<file path="src/rtl/layer_sequencer.sv">
`default_nettype none
// ============================================================================
// Module      : layer_sequencer
// Description : Per-layer controller that drives the MAC neuron unit neuron by
//               neuron, applies the activation, fills the activation vector
//               and tracks a running argmax. Define LAYER_RELU_EN for a ReLU
//               activation; otherwise the activation is identity.
// Revision    : 1.0 - initial release
// ============================================================================
module layer_sequencer #(
    parameter int NUM_NEURONS   = 10,
    parameter int FP_TOTAL_BITS = 16,
    parameter int FP_FRAC_BITS  = 8,
    localparam int c_IDX_W      = (NUM_NEURONS > 1) ? $clog2(NUM_NEURONS) : 1
) (
    input  logic                            clk,
    input  logic                            reset,
    input  logic                            layer_start,
    output logic                            mac_start,
    output logic [c_IDX_W-1:0]              neuron_idx,
    input  logic                            mac_done,
    input  logic signed [FP_TOTAL_BITS-1:0] mac_result,
    output logic signed [FP_TOTAL_BITS-1:0] act_out [NUM_NEURONS],
    output logic                            busy,
    output logic                            layer_done,
    output logic [c_IDX_W-1:0]              argmax_idx,
    output logic signed [FP_TOTAL_BITS-1:0] argmax_val
);

    localparam int                 c_INT_BITS = FP_TOTAL_BITS - FP_FRAC_BITS;
    localparam int                 c_SIGN_BIT = c_INT_BITS + FP_FRAC_BITS - 1;
    localparam logic [c_IDX_W-1:0] c_LAST_IDX = c_IDX_W'(NUM_NEURONS - 1);
    localparam logic [c_IDX_W-1:0] c_IDX_ONE  = c_IDX_W'(1);

    typedef enum logic [2:0] {
        S_IDLE      = 3'd0,
        S_ISSUE     = 3'd1,
        S_WAIT_DONE = 3'd2,
        S_CAPTURE   = 3'd3,
        S_FINISH    = 3'd4
    } state_t;

    state_t r_state;
    state_t w_state_nxt;

    logic [c_IDX_W-1:0]              r_neuron_idx;
    logic [c_IDX_W-1:0]              r_argmax_idx;
    logic signed [FP_TOTAL_BITS-1:0] r_argmax_val;
    logic signed [FP_TOTAL_BITS-1:0] r_act [NUM_NEURONS];

    logic                            w_start_acc;
    logic                            w_capture;
    logic                            w_last;
    logic signed [FP_TOTAL_BITS-1:0] w_act;
    logic [FP_TOTAL_BITS-1:0]        w_act_ob;
    logic [FP_TOTAL_BITS-1:0]        w_best_ob;
    logic                            w_gt;

    // ------------------------------------------------------------------------
    // Control FSM
    // ------------------------------------------------------------------------
    always_ff @(posedge clk) begin
        if (reset) begin
            r_state <= S_IDLE;
        end else begin
            r_state <= w_state_nxt;
        end
    end

    always_comb begin
        w_state_nxt = r_state;
        mac_start   = 1'b0;
        layer_done  = 1'b0;
        busy        = 1'b1;
        case (r_state)
            S_IDLE: begin
                busy = 1'b0;
                if (layer_start) begin
                    w_state_nxt = S_ISSUE;
                end
            end
            S_ISSUE: begin
                mac_start   = 1'b1;
                w_state_nxt = S_WAIT_DONE;
            end
            S_WAIT_DONE: begin
                if (mac_done) begin
                    w_state_nxt = S_CAPTURE;
                end
            end
            S_CAPTURE: begin
                w_state_nxt = w_last ? S_FINISH : S_ISSUE;
            end
            S_FINISH: begin
                layer_done  = 1'b1;
                w_state_nxt = S_IDLE;
            end
            default: begin
                busy        = 1'b0;
                w_state_nxt = S_IDLE;
            end
        endcase
    end

    assign w_start_acc = (r_state == S_IDLE) && layer_start;
    assign w_capture   = (r_state == S_CAPTURE);
    assign w_last      = (r_neuron_idx == c_LAST_IDX);

    // ------------------------------------------------------------------------
    // Activation
    // ------------------------------------------------------------------------
`ifdef LAYER_RELU_EN
    assign w_act = mac_result[c_SIGN_BIT] ? '0 : mac_result;
`else
    assign w_act = mac_result;
`endif

    // Offset-binary form turns the signed compare into an unsigned one.
    assign w_act_ob  = {~w_act[c_SIGN_BIT], w_act[c_SIGN_BIT-1:0]};
    assign w_best_ob = {~r_argmax_val[c_SIGN_BIT], r_argmax_val[c_SIGN_BIT-1:0]};
    assign w_gt      = (w_act_ob > w_best_ob);

    // ------------------------------------------------------------------------
    // Neuron index and argmax tracker
    // ------------------------------------------------------------------------
    always_ff @(posedge clk) begin
        if (reset || w_start_acc) begin
            r_neuron_idx <= '0;
        end else if (w_capture && !w_last) begin
            r_neuron_idx <= r_neuron_idx + c_IDX_ONE;
        end
    end

    // Neuron 0 seeds the tracker; strict compare keeps the lower index on ties.
    always_ff @(posedge clk) begin
        if (reset || w_start_acc) begin
            r_argmax_idx <= '0;
            r_argmax_val <= '0;
        end else if (w_capture && ((r_neuron_idx == '0) || w_gt)) begin
            r_argmax_idx <= r_neuron_idx;
            r_argmax_val <= w_act;
        end
    end

    // ------------------------------------------------------------------------
    // Activation vector
    // ------------------------------------------------------------------------
    for (genvar i = 0; i < NUM_NEURONS; i++) begin : g_act
        always_ff @(posedge clk) begin
            if (reset) begin
                r_act[i] <= '0;
            end else if (w_capture && (r_neuron_idx == c_IDX_W'(i))) begin
                r_act[i] <= w_act;
            end
        end
        assign act_out[i] = r_act[i];
    end

    assign neuron_idx = r_neuron_idx;
    assign argmax_idx = r_argmax_idx;
    assign argmax_val = r_argmax_val;

endmodule
`default_nettype wire

</file>
<file path="config.mk">
export PLATFORM = sky130hd
export DESIGN_NAME = layer_sequencer
export DESIGN_NICKNAME = d
export VERILOG_FILES = /design/src/rtl/layer_sequencer.sv
export SDC_FILE = /design/constraint.sdc
export NUM_CORES = 1
export LEC_CHECK = 0
export ABC_AREA = 1
export BUFFER_PORTS_ARGS = -buffer_cell sky130_fd_sc_hd__buf_2
export CAP_MARGIN = 0
export CORE_ASPECT_RATIO = 0.9
export CORE_UTILIZATION = 52
export DETAILED_ROUTE_END_ITERATION = 16
export GPL_TIMING_DRIVEN = 1
export PLACE_DENSITY = 0.79
export SYNTH_ARGS = -nofsm -noshare
export SYNTH_HDL_FRONTEND = slang
export SYNTH_SLANG_ARGS = --single-unit
</file>
<file path="constraint.sdc">
create_clock -name clk -period 3.35 [get_ports clk]
set_input_delay 0.8375 -clock clk [delete_from_list [all_inputs] [get_ports clk]]
set_output_delay 0.8375 -clock clk [all_outputs]
set_load 0.02 [all_outputs]
</file>
# After elaboration in Yosys (flattened, before gate mapping)
# Memories as Yosys holds them, arrays and structs flattened.
# Cells that the tools add are included.
[classes] add_sub_neg=1 n_mux=49 n_bitwise=12 n_reduce_logical=20 n_lt_le_gt_ge=1 eq_ne=15
[op_table] operator="16-bit two-way mux" count=10
[op_table] operator="1-bit two-way mux" count=35
[op_table] operator="4-bit by 3-bit equality test with 1-bit output (second input constant)" count=4
[op_table] operator="16-bit > comparator" count=1
[op_table] operator="1-bit logical AND" count=13
[op_table] operator="3-bit case mux with 4 select lines" count=1
[op_table] operator="1-bit bitwise OR" count=10
[op_table] operator="3-bit two-way mux" count=3
[op_table] operator="4-bit by 2-bit equality test with 1-bit output (second input constant)" count=2
[op_table] operator="4-bit equality test (second input constant)" count=2
[op_table] operator="3-bit by 2-bit equality test with 1-bit output (second input constant)" count=2
[op_table] operator="4-bit by 1-bit adder with 4-bit output (second input constant)" count=1
[op_table] operator="4-bit by 1-bit equality test with 1-bit output (second input constant)" count=1
[op_table] operator="4-bit logical NOT" count=1
[op_table] operator="2-bit inequality test (second input constant)" count=2
[op_table] operator="4-bit OR reduction" count=1
[op_table] operator="3-bit by 1-bit equality test with 1-bit output (second input constant)" count=1
[op_table] operator="3-bit equality test (second input constant)" count=1
[op_table] operator="3-bit logical NOT" count=1
[op_table] operator="1-bit logical OR" count=2
[op_table] operator="1-bit NOT" count=2
[op_table] operator="2-bit AND reduction" count=1
[op_table] operator="1-bit logical NOT" count=1
[word_totals] register_bits=27 output_inout_bits=187 ramBits=160 n_memories=1
[mem_list] memory="r_act" words=10 width=16 read_ports=10 rd_ports_with_merged_regs=0 wr=10 line_no="49" rtl="logic signed [FP_TOTAL_BITS-1:0] r_act [NUM_NEURONS];"

# Logic depth before layout (Yosys ltp)
# Gate-level depths: netlist of the first run.
[logic_depth] word_depth=6 ltp_mapped=17

# Worst setup path before layout of the first run
# No wires, ideal clock.
[synth_path] path_kind="register to register" start="register r_neuron_idx[2] (netlist: neuron_idx[2])" end="memory r_act[4][0] (enable)" period_less_slack_ns=2.631 slack_ns=0.719 required_ns=2.936 arrival_ns=2.216 path_stages_with_launch=5 setup_time_ns=0.414 path_cell_list="dfxtp_1 > inv_1 > nor2_2 > inv_1 > o31ai_1"
[synth_rtl] item="start, declared" line_no="46" rtl="logic [c_IDX_W-1:0] r_neuron_idx;"
[synth_rtl] item="start signal, assigned" line_no="130" rtl="r_neuron_idx <= r_neuron_idx + c_IDX_ONE;"
[synth_rtl] item="end, declared" line_no="49"

==> results.cfg, run 1 <==
[logic_synthesis]
yosys-top-cells-area = edfxtp_1 (65%), nor2_1 (9.7%), dfxtp_1 (7.4%)
synth_flop_cell = edfxtp_1
synth-async-reset-ratio_pct = 0
synth_edf_count = 160
synthCells = 621
synth_top_family_by_area = simple AND/OR/NAND/NOR gates
synth_area_um2 = 7353
syn_nets = 661
avgSynthCellArea_um2 = 11.84
synth_top_area_share_pct = 65.34
ys_types = 28
ys_warn_count = 0
yosysTopAreaCell = edfxtp_1
yosysSeqAreaShare_pct = 72.69
synth_seq_cells = 187
synth_compound_area_share_pct = 3.267
synth_fa_ha_area_share_pct = 3.403
synthSimpleGateAreaFrac_pct = 15.76
muxShareOfSynthArea_pct = 0
synthXorXnorAreaFrac_pct = 0.1191

[sta]
skew_ns = 0.01561
slew_viol_final = 0
min_period_over_period_pct = 76.47
setup_tns_ns = 0
fin_crit_ns = 2.562
tightestPinTransition_ns = 0.7798
timing.fmax_mhz = 390.4
setup_viol = 0
slew_headroom_pct = 47.86
final-hold-violation-count = 0
rsz0062_at_grt = no

[drt]
first_pass_iters = 5
wl_per_cell_um = 18.45
ant_nets = 0
viasPerCell = 5.253
dr_total_vias = 5442
wl_um = 19120
drc_errors = 0
dr.first_iter.drc_count = 617

[global_route]
grtUsageMet1_pct = 35.44
grt_pass1_wl_um = 27750
grt-busiest-layer = met2
grt_start_max_net_pins = 40
grt_usage_pct = 26.76
grt_pass1_vias = 4844
met3_usage_pct = 6.840
overflow = 0
groute.layer.met2.usage_pct = 43.79
antenna_found_initial = 0

[placement]
hpwl_um = 12620
gp_congestion = 0.8267
dpl_cell_area_um2 = 8610
io_buffer_count = 206

[final_layout]
drive_gt1_share_pct = 31.76
nNetsFinal = 874
final_common_cell = buf_2
finalInstanceArea_um2 = 9170
syn_to_final_growth_pct = 24.71
n_antenna_cell = 0
final_cell_mix = buf_2 (206), nor2_1 (190), edfxtp_1 (160)
fillers = 1032

[clock_network]
cts.repair.resized = 0
cts_tree = yes
cts_inserted_buffers = 17
insertion_delay_ns = 0.45
root_buffer = clkbuf_16
ctsHoldBuffers = 0
h-tree-depth = 4
cts_buffer_depth = 2
cts_sinks = 187
cts_setup_buffers = 0
clkTransAtPathRegs_ns = 0.07

[floorplanning]
coreArea_um2 = 13560
die-area_um2 = 14620
initial_utilization_pct = 54.22
dieWidth_um = 127.4
fp-row-count = 40
die_y_um = 114.8
io_pins = 207

[critical_path]
worstPathMaxFanout = 39
cp.required_ns = 3.37
cp.arrival_ns = 2.58
start_kind = flop
crit_path_top_delay_cell = nand2_1
worst-path-buf-inv = 3
max_stage_delay_ns = 0.61
critPathKind = reg2reg
cp_common_cell = inv_1
crit_path_end_kind = flop
path_cells = inv_1 > ha_1 > inv_1 > nor3_2 > inv_2 > nand2_1
critPathTopFamily = buffers and inverters

[worst_hold_path]
hold_path.class = reg2reg

[power_and_ir_drop]
p_leak_nw = 4.161
vdd_drop_max_v = 0.0003417
power_density_nw_per_um2 = 559.8

[run]
max-cap-violations = 0

[run_status]
status = finished, final reports clean
-- where the power goes --
group	switching, mW	leakage [nW]	internal [mW]	total, mW
clock	0.938	0.269	0.979	1.92
sequential	0.0401	1.87	2.62	2.66
combinational	0.405	2.02	0.155	0.560
total	1.38	4.16	3.75	5.13
-- cell usage after synthesis (6+ instances only) --
cell / n
buf_2: 7
ha_1: 20
edfxtp_1: 160
inv_2: 7
inv_1: 38
clkbuf_1: 12
nand2_1: 49
a21oi_1: 29
clkinv_1: 14
o21ai_0: 6
nand3_1: 28
nor2_1: 190
dfxtp_1: 27
nand4_1: 7
-- stage by stage --
step	utilization [%]	hold slack (ns)	setup slack [ns]	std cells	power [mW]
3_3_place_gp	63.48	0.4856	0.8281	1004	3.252
5_1_grt	67.61	0.5142	0.6053	1036	5.294
6_report	67.61	0.5017	0.7883	1036	5.133
2_1_floorplan	-	0.5290	0.7194	621	3.059
4_1_cts	67.61	0.5027	0.7893	1036	5.142
3_5_place_dp	63.48	0.4923	0.7391	1004	3.265
-- cells by family (layout without fill, tap and decap cells) --
logic type	after synthesis	in the layout
AND/OR/NAND/NOR	285	285
flip-flops	187	187
buffers and inverters	84	310
AO/OA/AOI/OAI	44	44
adder cells (fa/ha/maj)	20	20
XOR/XNOR	1	1
-- cell type report --
| cell class | count | area, µm² | share of cell area, % |
|---|---|---|---|
| Timing Repair Buffer | 219 | 1129 | 12.31 |
| Clock buffer | 18 | 429.2 | 4.680 |
| Clock inverter | 14 | 131.4 | 1.433 |
| Multi-Input combinational cell | 350 | 1678 | 18.30 |
| Inverter | 59 | 221.5 | 2.415 |
| Tap cell | 189 | 236.5 | 2.579 |
| Sequential cell | 187 | 5345 | 58.29 |
-- sequential cells by signal (all words and copies together), names as in the netlist --
register,flops
argmax_idx,4
argmax_val,16
neuron_idx,4
r_act,160
r_state,3
-- path summary, 6_finish.rpt --
kind	from	to	slack [ns]	depth (start not counted)
worst max-delay path	neuron_idx[0]$_SDFFE_PP0P_	r_act[0][15]$_SDFFCE_PN0P_	0.79	6
worst min-delay path	argmax_idx[3]$_SDFFE_PP0P_	argmax_idx[3]$_SDFFE_PP0P_	0.50	2
worst max register to register	neuron_idx[0]$_SDFFE_PP0P_	r_act[0][15]$_SDFFCE_PN0P_	0.79	6
worst min register to register	argmax_idx[3]$_SDFFE_PP0P_	argmax_idx[3]$_SDFFE_PP0P_	0.50	2
-- routing by layer --
| metal | vias to the layer above | part of all wire [%] |
|---|---|---|
| li1 | 2511 | - |
| met3 | 25 | 8.3 |
| met5 | - | 0 |
| met2 | 298 | 48 |
| met1 | 2608 | 42 |
| met4 | 0 | 1.7 |
-- tightest hold or removal path: stages (launching register included) --
cell and delay [ns]:
dfxtp_1 0.33, nand3_1 0.08, a21oi_1 0.05
(Power assumes the default switching activity.)
==> inputs of run 2 (changes only) <==
- clock period: 3.35 -> 2.4 ns (I/O delays scaled with it)
==> run 2 against run 1 <==
Effect of this change: die area is the same; fmax grew 22%; combinational power grew 42%; routed wire length shrank 1.5%; power grew 38%; worst hold slack lost 0.11 ns; via count shrank 0.35%; cell count grew 1.1%; clock-buffer cell count shrank 1.
==> results.cfg, run 2 (synthesized netlist as in run 1, its figures left out) <==
[run_status]
status = finished, final reports clean

[global_route]
groute.layer.met2.usage_pct = 43.35
grt_start_max_net_pins = 23
grt-busiest-layer = met2
overflow = 0
grtUsageMet1_pct = 36.30
grt_usage_pct = 26.65
grt_pass1_vias = 4806
met3_usage_pct = 6.329
antenna_found_initial = 0
grt_pass1_wl_um = 27880

[clock_network]
ctsHoldBuffers = 0
cts_inserted_buffers = 17
clkTransAtPathRegs_ns = 0.07
cts.repair.resized = 0
cts_buffer_depth = 2
root_buffer = clkbuf_16
cts_tree = yes
h-tree-depth = 4
cts_setup_buffers = 0
insertion_delay_ns = 0.43
cts_sinks = 187

[final_layout]
nNetsFinal = 885
multiInputGateArea_um2 = 1678
largest_register = r_act
final_cell_mix = buf_2 (206), nor2_1 (190), edfxtp_1 (160)
seq_area_um2 = 5345
final_util_pct = 68.09
syn_to_final_growth_pct = 25.59
final_common_cell = buf_2
finalInstanceArea_um2 = 9235
fillers = 996
drive_gt1_share_pct = 32.40
n_antenna_cell = 0
largest_register_ffs = 160

[drt]
drc_errors = 0
dr.first_iter.drc_count = 666
dr_total_vias = 5423
wl_per_cell_um = 17.99
first_pass_iters = 5
viasPerCell = 5.180
ant_nets = 0
wl_um = 18830

[sta]
skew_ns = 0.007160
rsz0062_at_grt = no
min_period_over_period_pct = 87.34
final-hold-violation-count = 0
setup_tns_ns = 0
setup_viol = 0
slew_viol_final = 0
timing.fmax_mhz = 477.1
tightestPinTransition_ns = 0.6378
slew_headroom_pct = 57.03
fin_crit_ns = 2.096

[critical_path]
critPathKind = reg2reg
worstPathMaxFanout = 11
crit_path_end_kind = flop
crit_path_top_delay_cell = o21ai_0
cp.required_ns = 2.71
start_kind = flop
cp.arrival_ns = 2.41
max_stage_delay_ns = 0.53
path_cells = nor2_1 > nand2_1 > o21ai_0 > inv_1 > buf_4 > nand2_1 > nor2_1

[floorplanning]
initial_utilization_pct = 54.22
die_y_um = 114.8
dieWidth_um = 127.4
fp-row-count = 40
coreArea_um2 = 13560
die-area_um2 = 14620
io_pins = 207

[power_and_ir_drop]
power_density_nw_per_um2 = 764.6
vdd_drop_max_v = 0.0004761
p_leak_nw = 4.209

[run]
max-cap-violations = 0

[placement]
io_buffer_count = 206
hpwl_um = 12690
dpl_cell_area_um2 = 8692
gp_congestion = 0.8346

[worst_hold_path]
hold_path.class = in2reg
run 2: changes by cell type in the layout (fill, tap and decap cells not counted), sizes merged:
cell | previous run | this run
buf | 219 | 230
clkinv | 20 | 24
clkinvlp | 2 | 0
clkbuf | 18 | 17
inv | 51 | 50
run 2: worst paths after layout:
path / to / slack, ns / startpoint / depth (start not counted)
worst min register to register: argmax_idx[3]$_SDFFE_PP0P_ / 0.48 / argmax_idx[3]$_SDFFE_PP0P_ / 2
worst min-delay path: r_state[1]$_SDFFE_PP0P_ / 0.40 / reset / 2
worst max register to register: argmax_val[2]$_SDFFE_PP0P_ / 0.30 / r_state[0]$_SDFFE_PP0P_ / 7
worst max-delay path: argmax_val[2]$_SDFFE_PP0P_ / 0.30 / r_state[0]$_SDFFE_PP0P_ / 7
run 2: layout make-up:
cell class / count / area share (%)
flip-flops and latches: 187 / 57.88
clock inverters: 15 / 1.274
clock buffers: 17 / 4.606
inverters: 59 / 2.398
multi-input cells: 350 / 18.17
well taps: 189 / 2.561
repair buffers: 230 / 13.11
run 2: per-layer routing:
layer | routed length, µm | vias up
met1 | 7695 | 2553
met5 | 0 | -
met4 | 238 | 0
met2 | 9269 | 314
li1 | - | 2539
met3 | 1629 | 17
run 2: report_power, final:
group          internal (mW)  switching (mW)  total (mW)
clock                   1.34            1.22        2.56
combinational          0.225           0.570       0.796
sequential              3.65          0.0540        3.71
total                   5.22            1.84        7.06
run 2: per-stage QoR:
step | total power [mW] | cells | setup slack (ns) | hold WS, ns
floorplan | 4.271 | 621 | -0.2306 | 0.5290
global placement | 4.551 | 1015 | 0.2647 | 0.4651
detailed placement | 4.571 | 1015 | 0.1726 | 0.4739
CTS | 7.084 | 1047 | 0.3516 | 0.3698
global route | 7.312 | 1047 | 0.1759 | 0.3902
finish | 7.061 | 1047 | 0.3038 | 0.3962
run 2: critical path: cells and delay by family, from the launching register on:
kind	cells	cell delay [ns]
buffers and inverters	2	0.66
AO/OA/AOI/OAI	1	0.53
AND/OR/NAND/NOR	4	0.47
flip-flops	1	0.32
==> inputs of run 3 (changes only) <==
- GPL_TIMING_DRIVEN: 1 -> not set
- REMOVE_ABC_BUFFERS: not set -> 1
==> run 3 against run 2 <==
Effect of this change: sequential power is essentially flat; clock-buffer cell count is the same; utilization grew 0.11 points; combinational power is essentially flat; flip-flop and latch count is the same; power grew 2.0%; clock power grew 6%; critical path depth shrank 1; fmax shrank 1.3%.
==> results.cfg, run 3 (synthesized netlist as in run 1, its figures left out) <==
[run_status]
status = finished, final reports clean

[critical_path]
critPathKind = reg2reg
r2r-end = r_act[0][6]$_SDFFCE_PN0P_
cp.required_ns = 2.67
path_cells = nand2_1 > nor2_2 > inv_2 > nor3_2 > nand2_1 > nor2_1
ff2ff_path_depth = 6
rrSetupSlack_ns = 0.28
worstPathMaxFanout = 16
worst-path-buf-inv = 1
cp.arrival_ns = 2.39
cp_common_cell = nand2_1
r2r-start = r_state[1]$_SDFFE_PP0P_
crit_path_top_delay_cell = nand2_1
start_kind = flop
critPathTopFamily = simple AND/OR/NAND/NOR gates
crit_path_end_kind = flop
max_stage_delay_ns = 0.41

[clock_network]
cts_tree = yes
insertion_delay_ns = 0.44
clkTransAtPathRegs_ns = 0.07
cts_sinks = 187
cts_inserted_buffers = 17
cts_buffer_depth = 2
ctsHoldBuffers = 0
root_buffer = clkbuf_16
cts.repair.resized = 0
cts_setup_buffers = 0
h-tree-depth = 4

[sta]
fin_crit_ns = 2.124
skew_ns = 0.006765
finalWorstSetupSlack_ns = 0.2763
min_period_over_period_pct = 88.49
timing.fmax_mhz = 470.9
fin_worst_hold_slack_ns = 0.3733
rsz0062_at_grt = no
slew_viol_final = 0
slew_headroom_pct = 56.35
setup_tns_ns = 0
tightestPinTransition_ns = 0.6529
final-hold-violation-count = 0
setup_viol = 0

[global_route]
grt_pass1_vias = 4872
antenna_found_initial = 1
grt_usage_pct = 26.13
grt_pass1_wl_um = 27340
grt_start_max_net_pins = 39
overflow = 0

[floorplanning]
io_pins = 207
dieWidth_um = 127.4
fp-row-count = 40
initial_utilization_pct = 54.22
die-area_um2 = 14620
die_y_um = 114.8
coreArea_um2 = 13560

[worst_hold_path]
hp-start = reset
hold_path.class = in2reg
min_path_cells = 2
min_to = r_state[1]$_SDFFE_PP0P_

[final_layout]
n_antenna_cell = 0
largest_register_ffs = 160
final_common_cell = buf_2
drive_gt1_share_pct = 32.59
nNetsFinal = 883
syn_to_final_growth_pct = 25.80
final_cell_mix = buf_2 (206), nor2_1 (190), edfxtp_1 (160)
largest_register = r_act

[drt]
wl_per_cell_um = 17.75
wl_um = 18550
drc_errors = 0
ant_nets = 0
dr.first_iter.drc_count = 448
first_pass_iters = 5
viasPerCell = 5.098
dr_total_vias = 5327

[power_and_ir_drop]
power_density_nw_per_um2 = 778.9
p_leak_nw = 4.215
power.total_mw = 7.205
vdd_drop_max_v = 0.0006508

[run]
max-cap-violations = 0

[placement]
dp_slack_ns = 0.2127
gp_congestion = 0.8251
hpwl_um = 12120
io_buffer_count = 206
[run 3: per-stage QoR]
| step | utilization (%) | area [µm²] | cells |
|---|---|---|---|
| floorplan | - | 7224 | 596 |
| global placement | 64.07 | 8690 | 1013 |
| detailed placement | 64.07 | 8690 | 1013 |
| CTS | 68.20 | 9250 | 1045 |
| global route | 68.20 | 9250 | 1045 |
| finish | 68.20 | 9250 | 1045 |
[run 3: routing by layer]
| metal | global-route usage [%] | share of wire [%] | up-vias |
|---|---|---|---|
| li1 | - | - | 2535 |
| met1 | 34.68 | 44 | 2539 |
| met2 | 42.59 | 47 | 233 |
| met3 | 7.027 | 7.8 | 18 |
| met4 | 7.857 | 1.4 | 2 |
| met5 | 0 | 0.054 | - |
[run 3: worst max path at each step]
stage                                     startpoint                           to  slack [ns]  depth (start not counted)
after detailed placement              mac_result[15]   argmax_val[3]$_SDFFE_PP0P_        0.21                         13
after floorplan           neuron_idx[2]$_SDFFE_PP0P_    r_act[4][0]$_SDFFCE_PN0P_       -0.23                          4
after global placement                mac_result[11]  argmax_val[10]$_SDFFE_PP0P_        0.27                         11
after global routing         r_state[1]$_SDFFE_PP0P_    r_act[0][6]$_SDFFCE_PN0P_        0.13                          6
after CTS                    r_state[1]$_SDFFE_PP0P_    r_act[0][4]$_SDFFCE_PN0P_        0.30                          6
final                        r_state[1]$_SDFFE_PP0P_    r_act[0][6]$_SDFFCE_PN0P_        0.28                          6
[run 3: power breakdown]
part	leakage (nW)	switching [mW]	internal, mW
Clock	0.276	1.26	1.45
Combinational	2.07	0.564	0.228
Sequential	1.87	0.0546	3.65
[run 3: worst reg2reg max path, stage by stage, from the launching register on]
cell and delay (ns):
dfxtp_1 0.37, nand2_1 0.12, nor2_2 0.38, inv_2 0.22, nor3_2 0.20, nand2_1 0.41
nor2_1 0.27
[run 3: layout make-up]
cell class | count | area (µm²)
flip-flops and latches | 187 | 5345
fillers | 1028 | 4313
multi-input cells | 350 | 1678
repair buffers | 228 | 1209
clock buffers | 17 | 425.4
well taps | 189 | 236.5
inverters | 59 | 221.5
clock inverters | 15 | 135.1
